[config.mk]
export PLATFORM = sky130hd
export DESIGN_NAME = dmem_arbiter
export DESIGN_NICKNAME = d
export VERILOG_FILES = /design/src/rtl/dmem_arbiter.sv
export SDC_FILE = /design/constraint.sdc
export NUM_CORES = 1
export LEC_CHECK = 0
export ABC_AREA = 1
export BUFFER_PORTS_ARGS = -buffer_cell sky130_fd_sc_hd__buf_2
export CAP_MARGIN = 20
export CORE_MARGIN = 2
export CORE_UTILIZATION = 44
export CTS_CLUSTER_SIZE = 24
export DETAILED_ROUTE_END_ITERATION = 16
export GPL_TIMING_DRIVEN = 0
export HOLD_SLACK_MARGIN = 0.08
export PLACE_DENSITY = 0.77
export SYNTH_ARGS = -nofsm -noshare
export SYNTH_HDL_FRONTEND = slang
export SYNTH_SLANG_ARGS = --single-unit
[constraint.sdc]
create_clock -name i_clk -period 3.14 [get_ports i_clk]
set_input_delay 0.314 -clock i_clk [delete_from_list [all_inputs] [get_ports i_clk]]
set_output_delay 0.314 -clock i_clk [all_outputs]
set_load 0.005 [all_outputs]
[src/rtl/dmem_arbiter.sv]
// dmem_arbiter: shares the Data_Memory port between the CPU MEM stage and the debug unit, with access checks.
// Define DMEM_ARB_STARVE_EN to add the DBG starvation counter and the forced-grant state.
module dmem_arbiter #(
    parameter int WORD_LEN      = 32,
    parameter int DATA_MEM_SIZE = 1024,
    parameter int STARVE_LIMIT  = 8
) (
    input  logic                i_clk,
    input  logic                i_rst_n,
    input  logic                i_cpu_req,
    input  logic                i_cpu_we,
    input  logic [1:0]          i_cpu_size,
    input  logic                i_cpu_unsigned,
    input  logic [WORD_LEN-1:0] i_cpu_addr,
    input  logic [WORD_LEN-1:0] i_cpu_wdata,
    input  logic                i_dbg_req,
    input  logic                i_dbg_we,
    input  logic [1:0]          i_dbg_size,
    input  logic                i_dbg_unsigned,
    input  logic [WORD_LEN-1:0] i_dbg_addr,
    input  logic [WORD_LEN-1:0] i_dbg_wdata,
    input  logic                i_dbg_lock,
    output logic                o_cpu_gnt,
    output logic                o_dbg_gnt,
    output logic                o_cpu_rvalid,
    output logic                o_dbg_rvalid,
    output logic [WORD_LEN-1:0] o_cpu_rdata,
    output logic [WORD_LEN-1:0] o_dbg_rdata,
    output logic                o_cpu_err,
    output logic                o_dbg_err,
    output logic                o_cpu_stall,
    output logic                o_mem_we,
    output logic [1:0]          o_mem_size,
    output logic                o_mem_unsigned,
    output logic [WORD_LEN-1:0] o_mem_addr,
    output logic [WORD_LEN-1:0] o_mem_wdata,
    input  logic [WORD_LEN-1:0] i_mem_rdata
);
    typedef enum logic [1:0] {
        IDLE,
`ifdef DMEM_ARB_STARVE_EN
        FORCE,
`endif
        LOCK
    } state_t;

    if (STARVE_LIMIT < 1 || STARVE_LIMIT > 15) begin : g_bad_limit
        $error("STARVE_LIMIT must be in 1..15");
    end

    state_t              state_q, state_d;
    logic                cpu_gnt, dbg_gnt, gnt, sel_we, sel_uns, bad;
    logic [1:0]          sel_size;
    logic [2:0]          nbytes;
    logic [WORD_LEN-1:0] sel_addr, sel_wdata;
    logic [WORD_LEN:0]   end_addr;
    logic [1:0]          mem_size_q, mem_size_d;
    logic                mem_uns_q, mem_uns_d;
    logic [WORD_LEN-1:0] mem_addr_q, mem_addr_d, mem_wdata_q, mem_wdata_d;
    logic                cpu_rvalid_q, cpu_rvalid_d, dbg_rvalid_q, dbg_rvalid_d;
    logic                cpu_err_q, cpu_err_d, dbg_err_q, dbg_err_d;
    logic [WORD_LEN-1:0] cpu_rdata_q, cpu_rdata_d, dbg_rdata_q, dbg_rdata_d;
`ifdef DMEM_ARB_STARVE_EN
    localparam logic [3:0] LIM = 4'(STARVE_LIMIT);
    logic [3:0]          cnt_q, cnt_d;
`endif

    always_comb begin
        cpu_gnt = 1'b0;
        dbg_gnt = 1'b0;
        state_d = state_q;
        case (state_q)
            IDLE: begin
                cpu_gnt = i_cpu_req;
                dbg_gnt = i_dbg_req && !i_cpu_req;
                if (dbg_gnt && i_dbg_lock) state_d = LOCK;
`ifdef DMEM_ARB_STARVE_EN
                // this denial is the one that brings the counter up to the limit
                if (i_cpu_req && i_dbg_req && cnt_q >= LIM - 4'd1) state_d = FORCE;
`endif
            end
`ifdef DMEM_ARB_STARVE_EN
            FORCE: begin
                dbg_gnt = i_dbg_req;
                state_d = i_dbg_lock ? LOCK : IDLE;
            end
`endif
            default: begin
                dbg_gnt = i_dbg_req;
                if (!i_dbg_lock) state_d = IDLE;
            end
        endcase
`ifdef DMEM_ARB_STARVE_EN
        cnt_d = (!i_dbg_req || dbg_gnt) ? 4'd0 : (cnt_q >= LIM) ? LIM : cnt_q + 4'd1;
`endif
    end

    always_comb begin
        gnt       = cpu_gnt || dbg_gnt;
        sel_we    = dbg_gnt ? i_dbg_we : i_cpu_we;
        sel_size  = dbg_gnt ? i_dbg_size : i_cpu_size;
        sel_uns   = dbg_gnt ? i_dbg_unsigned : i_cpu_unsigned;
        sel_addr  = dbg_gnt ? i_dbg_addr : i_cpu_addr;
        sel_wdata = dbg_gnt ? i_dbg_wdata : i_cpu_wdata;
        nbytes    = 3'd1 << sel_size;
        end_addr  = {1'b0, sel_addr} + (WORD_LEN+1)'(nbytes);
        bad       = sel_size == 2'b11 || (sel_size == 2'b01 && sel_addr[0]) ||
                    (sel_size == 2'b10 && sel_addr[1:0] != 2'b00) ||
                    end_addr > (WORD_LEN+1)'(DATA_MEM_SIZE);
        mem_size_d   = gnt ? sel_size : mem_size_q;
        mem_uns_d    = gnt ? sel_uns : mem_uns_q;
        mem_addr_d   = gnt ? sel_addr : mem_addr_q;
        mem_wdata_d  = gnt ? sel_wdata : mem_wdata_q;
        cpu_rvalid_d = cpu_gnt && !sel_we && !bad;
        dbg_rvalid_d = dbg_gnt && !sel_we && !bad;
        cpu_err_d    = cpu_gnt && bad;
        dbg_err_d    = dbg_gnt && bad;
        cpu_rdata_d  = cpu_rvalid_d ? i_mem_rdata : cpu_rdata_q;
        dbg_rdata_d  = dbg_rvalid_d ? i_mem_rdata : dbg_rdata_q;
    end

    always_ff @(posedge i_clk or negedge i_rst_n) begin
        if (!i_rst_n) begin
            state_q      <= IDLE;
            mem_size_q   <= 2'b10;
            mem_uns_q    <= 1'b0;
            mem_addr_q   <= '0;
            mem_wdata_q  <= '0;
            cpu_rvalid_q <= 1'b0;
            dbg_rvalid_q <= 1'b0;
            cpu_err_q    <= 1'b0;
            dbg_err_q    <= 1'b0;
            cpu_rdata_q  <= '0;
            dbg_rdata_q  <= '0;
`ifdef DMEM_ARB_STARVE_EN
            cnt_q        <= 4'd0;
`endif
        end else begin
            state_q      <= state_d;
            mem_size_q   <= mem_size_d;
            mem_uns_q    <= mem_uns_d;
            mem_addr_q   <= mem_addr_d;
            mem_wdata_q  <= mem_wdata_d;
            cpu_rvalid_q <= cpu_rvalid_d;
            dbg_rvalid_q <= dbg_rvalid_d;
            cpu_err_q    <= cpu_err_d;
            dbg_err_q    <= dbg_err_d;
            cpu_rdata_q  <= cpu_rdata_d;
            dbg_rdata_q  <= dbg_rdata_d;
`ifdef DMEM_ARB_STARVE_EN
            cnt_q        <= cnt_d;
`endif
        end
    end

    assign o_cpu_gnt      = cpu_gnt;
    assign o_dbg_gnt      = dbg_gnt;
    assign o_cpu_stall    = i_cpu_req && !cpu_gnt;
    assign o_cpu_rvalid   = cpu_rvalid_q;
    assign o_dbg_rvalid   = dbg_rvalid_q;
    assign o_cpu_err      = cpu_err_q;
    assign o_dbg_err      = dbg_err_q;
    assign o_cpu_rdata    = cpu_rdata_q;
    assign o_dbg_rdata    = dbg_rdata_q;
    assign o_mem_we       = gnt && sel_we && !bad;
    assign o_mem_size     = mem_size_d;
    assign o_mem_unsigned = mem_uns_d;
    assign o_mem_addr     = mem_addr_d;
    assign o_mem_wdata    = mem_wdata_d;
endmodule
==> results.py <==
metrics = {
    "yosys": {
        "synth_seq_cells": 136,
        "syn_area_per_cell_um2": 7.32,
        "async_flop_share_pct": 100,
        "post-synth-top-count-cell": "nand2_1",
        "synth-edff-count": 0,
        "synth_top_family_by_area": "simple AND/OR/NAND/NOR gates",
        "synthAdderAreaFrac_pct": 0.758,
        "ys_types": 31,
        "synthCells": 1038,
        "synth_area_um2": 7600,
        "ys_warn_count": 0,
        "netlist_top_cells_count": "nand2_1, dfrtp_1, nand3_1",
        "synth-xor-area-share_pct": 0.346,
        "synth_nets": 1215,
        "synth_compound_area_share_pct": 3.66,
        "synth_top_area_share_pct": 44.5,
        "synth_ff_type": "dfrtp_1",
        "yosys.area_share.simple_pct": 42.1,
        "synth_area_leaders": "dfrtp_1, nand2_1, nand4_1",
        "synth_top_cell_by_area": "dfrtp_1",
        "muxShareOfSynthArea_pct": 0,
        "ys_seq_area_share_pct": 44.8,
    },
    "sta": {
        "slew_headroom_pct": 62.9,
        "finClkSkew_ps": 9.60,
        "slew_viol_final": 0,
        "min_period_ps": 4040,
        "max_freq_mhz": 248,
        "timing.final.crit_share_pct": 129,
        "finalSetupViolations": 69,
        "worst_pin_slew_ps": 555,
        "fin_ws_ps": -900,
        "rsz0062_at_grt": "yes",
        "fin_setup_tns_ps": -21400,
        "hold_violations": 0,
    },
    "place": {
        "place_inst": 1574,
        "port_buffers": 310,
        "finalWeightedCongestion": 0.940,
        "hpwl_um": 19700,
        "placed_area_um2": 9500,
    },
    "min_path": {
        "hold_class": "input pin to flop",
        "min-delay-start": "i_cpu_wdata[3]",
    },
    "finish": {
        "final_area_um2": 10700,
        "syn_to_final_growth_pct": 40.5,
        "drive_gt1_share_pct": 36.2,
        "stdcell_count": 1636,
        "final_nets": 1574,
    },
    "route": {
        "antenna_left": 0,
        "drc": 0,
        "drtIter0Drc": 545,
        "wl_per_cell_um": 16.0,
        "vias": 8485,
        "viasPerCell": 5.19,
        "first_pass_iters": 5,
        "totalWireLength_um": 26200,
    },
    "grt": {
        "grt_usage_pct": 28.4,
        "antenna_found_initial": 2,
        "grt_pass1_vias": 8158,
        "grt.overflow.total": 0,
        "grt_max_degree": 100,
        "grt_pass1_wl_um": 40900,
    },
    "critical_path": {
        "r2r-start": "state_q[0]",
        "required_ps": 2830,
        "arrival_ps": 3730,
        "cp-end-kind": "primary output",
        "worstSetupPathType": "flop to primary output",
        "slowest_delay_ps": 370,
        "startpoint": "state_q[0]",
        "cp.buffers_inverters": 6,
        "path_delay_family": "simple AND/OR/NAND/NOR gates",
        "crit_path_top_delay_cell": "dfrtp_1",
        "critPathMostFrequentCell": "nand2_2",
        "start_kind": "flop",
        "worstPathMaxFanout": 5,
    },
    "clock_network": {
        "cts_tree": "yes",
        "htreeDepth": 4,
        "clock_path_buffers": 2,
        "numCtsBuffers": 17,
        "clkSlewWorstSetupHoldPaths_ps": 70,
        "cts.sinks": 136,
        "worstSkewPairLatency_ps": 430,
        "root_buffer": "clkbuf_16",
    },
    "die": {
        "io_pins": 312,
        "chipHeight_um": 135,
        "row_count": 48,
        "core-area_um2": 17100,
        "start_util_pct": 44.4,
        "dieArea_um2": 18300,
        "die_w_um": 135,
    },
    "flow_run": {
        "max-cap-violations": 0,
    },
    "pwr": {
        "leakagePower_nw": 6.04,
        "pwr_density_cell_nw_per_um2": 449,
        "ir_drop_mv": 0.369,
    },
    "status": {
        "status": "finished, violations left",
        "violations": "setup timing",
    },
}
cell usage in the layout, fill, tap and decap left out, drive strengths merged, types with 2 or more instances in the layout:
master / netlist / layout
a31oi: 2 / 2
nand3b: 19 / 19
xor2: 3 / 3
o21ai: 48 / 48
nor3: 4 / 4
ha: 3 / 3
nand4: 71 / 71
o22ai: 2 / 2
clkbuf: 23 / 37
clkinv: 1 / 5
buf: 35 / 377
nor2: 71 / 71
nand3: 86 / 86
dfrtp: 135 / 135
inv: 69 / 78
clkinvlp: 0 / 2
nand2: 461 / 461
stage by stage:
stage	power [mW]	util, %	hold WS [ps]	worst slack [ps]
after global routing	5.01	62.4	122	-1100
final	4.79	62.4	118	-900
after global placement	2.75	55.3	449	-1110
after floorplan	2.35	-	18.4	-126
after CTS	4.77	60.9	110	-823
after detailed placement	2.77	55.5	247	-1170
cells by family after synthesis:
family,after synthesis
compound gates,54
fa+ha+maj,4
buf+inv,128
flops,136
simple gates,713
xor+xnor,3
flip-flops by register name, summed over array words and instances (netlist names):
name / count
mem_wdata_q: 32
mem_uns_q: 1
o_cpu_rdata: 32
o_dbg_rdata: 32
state_q: 1
o_dbg_err: 1
o_cpu_err: 1
mem_addr_q: 32
o_cpu_rvalid: 1
mem_size_q: 2
o_dbg_rvalid: 1
routing by layer:
| metal | global-route usage, % | vias to the layer above | part of all wire (%) |
|---|---|---|---|
| met5 | 0 | - | 0.042 |
| met4 | 10.6 | 2 | 2.8 |
| met3 | 5.50 | 61 | 7.8 |
| met2 | 47.1 | 431 | 48 |
| met1 | 37.1 | 3905 | 41 |
| li1 | - | 4086 | - |
final cells by class:
| type | instances | area, µm² |
|---|---|---|
| clock inverter | 15 | 154 |
| fill | 1548 | 6440 |
| clock buffer | 17 | 425 |
| inverter | 70 | 265 |
| sequential | 136 | 3400 |
| antenna | 1 | 2.50 |
| timing repair buffer | 340 | 1830 |
| tap | 225 | 282 |
| multi-input combinational | 774 | 3830 |
| buffer | 58 | 485 |
what timing repair did:
item	in CTS	in global routing
cloned	1	1
buffers inserted	18	9
hold endpoints to repair	37	0
gates resized for setup	51	72
pin swaps	19	18
endpoints found under the setup margin	121	132
hold buffers	1	0
worst reg2reg max path: cells and delay by family (launching register included):
kind	cells	cell delay (ps)
AND/OR/NAND/NOR	18	1500
flip-flops	1	370
adder cells (fa/ha/maj)	2	550
buffers and inverters	7	810
AO/OA/AOI/OAI	1	230
path summary, 6_finish.rpt:
kind	to	slack, ps	cells after the start
setup / recovery	o_mem_we	-900	27
hold / removal	mem_wdata_q[3]	120	3
setup reg to reg	o_dbg_rdata[18]	-390	28
hold reg to reg	o_cpu_rdata[18]	470	2
max in group asynchronous	mem_size_q[1]	1940	3
min in group asynchronous	mem_addr_q[17]	360	2
power by group:
| group | internal, mW | switching [mW] | leakage, nW |
|---|---|---|---|
| Clock | 1.06 | 0.909 | 0.279 |
| Sequential | 1.86 | 0.0301 | 1.76 |
| Combinational | 0.360 | 0.579 | 3.99 |
| Total | 3.28 | 1.52 | 6.04 |
(Power assumes the default switching activity.)
